===== src/rtl/mem_access_unit.sv =====
// Load/store front end: turns RV32I byte/half/word accesses into aligned word
// accesses. Sub-word stores run a registered read-modify-write.
module mem_access_unit #(
    parameter int unsigned ADDR_W = 32
) (
    input  logic              clk,
    input  logic              rst,
    input  logic              req_valid,
    input  logic              req_we,
    input  logic [2:0]        funct3,
    input  logic [ADDR_W-1:0] addr,
    input  logic [31:0]       wdata,
    output logic [31:0]       rdata,
    output logic              rdata_valid,
    output logic              stall,
    output logic              access_fault,
    output logic              mem_we,
    output logic [ADDR_W-1:0] mem_A,
    output logic [31:0]       mem_WD,
    input  logic [31:0]       mem_RD
);

    localparam int unsigned WORD_W = 32;
    localparam int unsigned HALF_W = 16;
    localparam int unsigned BYTE_W = 8;

    localparam logic [2:0] F3_B  = 3'b000;
    localparam logic [2:0] F3_H  = 3'b001;
    localparam logic [2:0] F3_W  = 3'b010;
    localparam logic [2:0] F3_BU = 3'b100;
    localparam logic [2:0] F3_HU = 3'b101;

    typedef enum logic [1:0] {
        IDLE = 2'b00,
        RD   = 2'b01,
        WR   = 2'b10
    } state_t;

    state_t state_q, state_d;

    logic [ADDR_W-1:0] hold_addr_q;
    logic [1:0]        hold_off_q;
    logic              hold_half_q;
    logic [HALF_W-1:0] hold_wdata_q;
    logic [WORD_W-1:0] merge_q;

    logic              capture;
    logic              merge_en;
    logic              fault;
    logic [BYTE_W-1:0] ld_byte;
    logic [HALF_W-1:0] ld_half;
    logic [WORD_W-1:0] ld_data;
    logic [WORD_W-1:0] merged;

    // Misalignment and illegal-encoding detection for the live request
    always_comb begin
        fault = 1'b0;
        case (funct3)
            F3_B:  fault = 1'b0;
            F3_H:  fault = addr[0];
            F3_W:  fault = (addr[1:0] != 2'b00);
            F3_BU: fault = req_we;
            F3_HU: fault = req_we | addr[0];
            default: fault = 1'b1;
        endcase
    end

    // Lane extraction and extension for loads
    always_comb begin
        ld_byte = BYTE_W'(mem_RD >> (5'(addr[1:0]) << 3));
        ld_half = addr[1] ? mem_RD[31:16] : mem_RD[15:0];
        ld_data = '0;
        case (funct3)
            F3_B:  ld_data = {{(WORD_W-BYTE_W){ld_byte[BYTE_W-1]}}, ld_byte};
            F3_H:  ld_data = {{(WORD_W-HALF_W){ld_half[HALF_W-1]}}, ld_half};
            F3_W:  ld_data = mem_RD;
            F3_BU: ld_data = {{(WORD_W-BYTE_W){1'b0}}, ld_byte};
            F3_HU: ld_data = {{(WORD_W-HALF_W){1'b0}}, ld_half};
            default: ld_data = '0;
        endcase
    end

    // Splice held store data into the word read back in RD
    always_comb begin
        merged = mem_RD;
        if (hold_half_q) begin
            if (hold_off_q[1]) merged[31:16] = hold_wdata_q;
            else               merged[15:0]  = hold_wdata_q;
        end else begin
            case (hold_off_q)
                2'd0:    merged[7:0]   = hold_wdata_q[7:0];
                2'd1:    merged[15:8]  = hold_wdata_q[7:0];
                2'd2:    merged[23:16] = hold_wdata_q[7:0];
                default: merged[31:24] = hold_wdata_q[7:0];
            endcase
        end
    end

    // Next-state and output decode
    always_comb begin
        state_d      = state_q;
        rdata        = '0;
        rdata_valid  = 1'b0;
        stall        = 1'b0;
        access_fault = 1'b0;
        mem_we       = 1'b0;
        mem_A        = '0;
        mem_WD       = '0;
        capture      = 1'b0;
        merge_en     = 1'b0;

        if (rst) begin
            state_d = IDLE;
        end else begin
            case (state_q)
                IDLE: begin
                    mem_A = {addr[ADDR_W-1:2], 2'b00};
                    if (req_valid) begin
                        if (fault) begin
                            access_fault = 1'b1;
                        end else if (!req_we) begin
                            rdata       = ld_data;
                            rdata_valid = 1'b1;
                        end else if (funct3 == F3_W) begin
                            mem_we = 1'b1;
                            mem_WD = wdata;
                        end else begin
                            stall   = 1'b1;
                            capture = 1'b1;
                            state_d = RD;
                        end
                    end
                end
                RD: begin
                    mem_A    = hold_addr_q;
                    stall    = 1'b1;
                    merge_en = 1'b1;
                    state_d  = WR;
                end
                WR: begin
                    mem_A   = hold_addr_q;
                    mem_we  = 1'b1;
                    mem_WD  = merge_q;
                    state_d = IDLE;
                end
                default: state_d = IDLE;
            endcase
        end
    end

    // State and hold registers
    always_ff @(posedge clk) begin
        if (rst) begin
            state_q      <= IDLE;
            hold_addr_q  <= '0;
            hold_off_q   <= '0;
            hold_half_q  <= 1'b0;
            hold_wdata_q <= '0;
            merge_q      <= '0;
        end else begin
            state_q <= state_d;
            if (capture) begin
                hold_addr_q  <= {addr[ADDR_W-1:2], 2'b00};
                hold_off_q   <= addr[1:0];
                hold_half_q  <= funct3[0];
                hold_wdata_q <= wdata[15:0];
            end
            if (merge_en) begin
                merge_q <= merged;
            end
        end
    end

endmodule

===== config.mk =====
export PLATFORM = sky130hd
export DESIGN_NAME = mem_access_unit
export DESIGN_NICKNAME = d
export VERILOG_FILES = /design/src/rtl/mem_access_unit.sv
export SDC_FILE = /design/constraint.sdc
export NUM_CORES = 1
export LEC_CHECK = 0
export CORE_MARGIN = 5
export CORE_UTILIZATION = 35
export DETAILED_ROUTE_END_ITERATION = 6
export PLACE_DENSITY = 0.65
export SYNTH_ARGS = -nofsm -noshare
export SYNTH_HDL_FRONTEND = slang
export SYNTH_SLANG_ARGS = --single-unit

===== constraint.sdc =====
create_clock -name clk -period 2.1 [get_ports clk]
set_input_delay 0.21 -clock clk [delete_from_list [all_inputs] [get_ports clk]]
set_output_delay 0.21 -clock clk [all_outputs]
set_load 0.05 [all_outputs]

==> results.toml <==
[status]
status = "complete, but fails checks"
failed_checks = "negative setup slack"

[sta]
period_needed_ns = 2.312
fin_ws_ns = -0.2123
max_slew_margin_pct = 56.11
finalHoldViolations = 0
period_share_pct = 110.1
setup-violations-final = 65
slew_viol_final = 0
tightest_slew_ns = 0.6583
timing.fmax_mhz = 432.5
fin_skew_ns = 0.004708
rsz0062_at_grt = "true"
tns_ns = -10.80

[hold_path]
min_to = "hold_addr_q[17]$_SDFFE_PP0P_"
min_path_type = "input pin to flip-flop"
min_from = "rst"
whs_path_depth = 3

[clock_tree]
postCtsHoldBufs = 0
clk_latency_ns = 0.34
clk_pin_slew_worst_paths_ns = 0.06
cts_buffer_depth = 2
cts.sinks = 83
cts_made_buffers = 9
cts_root_buffer = "clkbuf_16"
cts_tree = "yes"
htreeDepth = 3

[worst_setup_path]
crit_family = "simple AND/OR/NAND/NOR gates"
max_stage_delay_ns = 0.49
crit_buf_inv = 3
required_ns = 1.89
cpMaxStageDelayCell = "or3b_4"
crit_arrival_ns = 2.10
crit_path_cell_trace = "inv_2 -> ha_4 -> and3b_2 -> or3b_4 -> buf_12 -> a31oi_4 -> buf_12"
r2r-end = "hold_addr_q[20]$_SDFFE_PP0P_"
cp_common_cell = "buf_12"
crit_type = "flip-flop to output port"
ff2ff_path_depth = 9
end_kind = "output port"
critPathLaunchType = "flip-flop"
worst-path-max-fanout = 8
rrSetupSlack_ns = 0.33
r2r-start = "state_q[0]$_SDFFE_PP0P_"

[die]
core_mm2 = 0.01442
start_util_pct = 35.52
die_x_um = 131.0
rows = 44
ios = 203
fp.dieH_um = 131.0
fp.dieArea_mm2 = 0.01716

[routing]
drtIter0Drc = 407
vias = 6284
vias_per_cell = 5.611
drc = 0
totalWireLength_um = 22660
wl_per_cell_um = 20.23
drtAntennaViolNets = 0
drt_pass1_iterations = 5

[cells_and_area]
nFillCells = 1141
nets = 1038
syn_to_final_growth_pct = 92.33
fin_area_mm2 = 0.009854
drive_gt1_share_pct = 33.48

[logic_synthesis]
synth_top_family_by_area = "compound AO/OA/AOI/OAI gates"
avgSynthCellArea_um2 = 7.237
synth_edf_count = 0
synth_fa_ha_area_share_pct = 1.221
synth-main-ff-cell = "dfxtp_1"
synth-compound-area-share_pct = 31.87
yosysTopAreaCell = "dfxtp_1"
postSynthCellCount = 708
ys_ff_latch = 83
synthDistinctLibCells = 47
synthesis.area_mm2 = 0.005124
yosys_warnings = 0
synthSimpleGateAreaFrac_pct = 21.00
yosys-top-cells-area = "dfxtp_1, nand2_1, a21oi_1"
ys_seq_area_share_pct = 32.43
synthMuxAreaShare_pct = 4.835
async_reset_ff_share_pct = 0
yosysTopAreaCellShare_pct = 32.43
synth_xor_area_share_pct = 0

[grt]
grt_max_degree = 41
grt_overflow = 0
grt_pass1_vias = 6172
grt_pass1_wl_um = 34020
grt_util_all_layers_pct = 25.40
antenna_found_initial = 1

[pwr]
peakVddDrop_mv = 0.5880
p_per_area_mw_per_mm2 = 655.4
p_leak_nw = 3.773

[placed_design]
preCtsSetupSlack_ns = -0.2951
dpl.hpwl_um = 16490
portBuffers = 200
placed_cell_area_mm2 = 0.008708
gp_congestion = 0.9458

[run]
drv_cap = 0
-- metal layers --
metal  track usage (%)  part of all wire (%)
met5                 0                     0
met4             7.985                   3.3
met3             5.732                   7.0
met2             44.09                    50
met1             31.17                    40
-- worst max-delay path by stage --
stage / startpoint / end / slack (ns) / cells past startpoint
floorplan: state_q[0]$_SDFFE_PP0P_ / rdata[24] / -0.06 / 8
global placement: addr[0] / rdata[3] / -0.25 / 9
detailed placement: addr[0] / rdata[3] / -0.30 / 9
CTS: state_q[0]$_SDFFE_PP0P_ / rdata[14] / -0.19 / 7
global route: state_q[1]$_SDFFE_PP0P_ / rdata[12] / -0.26 / 7
finish: state_q[0]$_SDFFE_PP0P_ / rdata[4] / -0.21 / 7
-- synthesized netlist by cell type (2+ instances only) --
master and instances:
nor2b_1 3, mux2i_1 18, a21oi_1 74, nand3_1 7, nand2_1 149, mux2_2 3
dfxtp_1 83, a22oi_1 38, o221ai_1 16, a22o_1 32, a211oi_1 16, a222oi_1 2
buf_1 2, clkbuf_1 48, o21ai_0 10, buf_6 6, and3_1 3, buf_4 5
nor3_1 5, buf_2 12, ha_1 5, inv_1 22, and2_1 2, nor2_1 88
a31oi_2 2, nand2b_1 3, a31oi_1 17, a21oi_2 18
-- flip-flops by register name (all words and copies together) (netlist names) --
name / flops
state_q: 2
hold_wdata_q: 16
hold_half_q: 1
hold_addr_q: 30
hold_off_q: 2
merge_q: 32
-- per-stage QoR --
step	util [%]	power, W	hold WS [ns]	std cells
6_report	68.32	0.006458	0.4106	1120
4_1_cts	65.55	0.006296	0.4005	1113
3_3_place_gp	60.37	0.004498	0.4359	1088
2_1_floorplan	-	0.003322	0.3460	709
5_1_grt	68.32	0.006771	0.4175	1120
3_5_place_dp	60.37	0.004536	0.4382	1088
-- power breakdown --
| group | total, W | internal (W) | leakage [nW] | switching [W] |
|---|---|---|---|---|
| clock | 0.00167 | 0.000996 | 0.153 | 0.000671 |
| sequential | 0.00191 | 0.00177 | 0.673 | 0.000137 |
| combinational | 0.00289 | 0.00125 | 2.95 | 0.00164 |
-- worst register-to-register path, cell delays in order (launching register included) --
cell and delay, ns:
dfxtp_2 0.34, inv_2 0.05, ha_4 0.15, and3b_2 0.22, buf_6 0.12, buf_4 0.14, nand3_2 0.09, buf_4 0.32
nand2_1 0.10, a21oi_1 0.16
-- final cells by class --
class | instances | area [um^2] | share of cell area (%)
repair buffers | 280 | 3812 | 38.69
multi-input cells | 533 | 3746 | 38.01
flip-flops and latches | 83 | 1664 | 16.89
clock buffers | 12 | 256.5 | 2.603
well taps | 184 | 230.2 | 2.336
inverters | 23 | 86.33 | 0.8761
clock inverters | 4 | 56.30 | 0.5714
diodes | 1 | 2.502 | 0.02539
-- cells by family after synthesis --
| group | count (synthesis) |
|---|---|
| buf+inv | 96 |
| fa+ha+maj | 5 |
| simple gates | 267 |
| compound gates | 233 |
| flops | 83 |
| mux | 23 |
| other cells | 1 |
-- cells in the final DEF, fill, tap and decap left out, drive strengths merged, types with 2 or more instances in the layout --
master / instances
dfxtp: 83
a22o: 32
or2: 4
or3b: 2
a211oi: 17
clkinv: 2
clkbuf: 15
nor2b: 3
o21ai: 11
mux2i: 18
dlygate4sd2: 4
mux2: 4
ha: 5
a21oi: 92
nor3: 5
o221ai: 16
clkdlybuf4s50: 97
nor2: 88
a222oi: 2
inv: 24
conb: 2
nand2: 149
and3: 3
a31oi: 19
and2: 3
nand3: 7
buf: 176
a22oi: 38
nand2b: 3
-- what timing repair did --
| item | 4_1_cts | 5_1_grt |
|---|---|---|
| buffers inserted | 5 | 1 |
| resized for setup | 52 | 67 |
| gates cloned | 4 | 6 |
| pin swaps | 25 | 12 |
| hold endpoints to repair | 0 | 0 |
| setup endpoints to repair | 95 | 97 |
(Power assumes the default switching activity.)
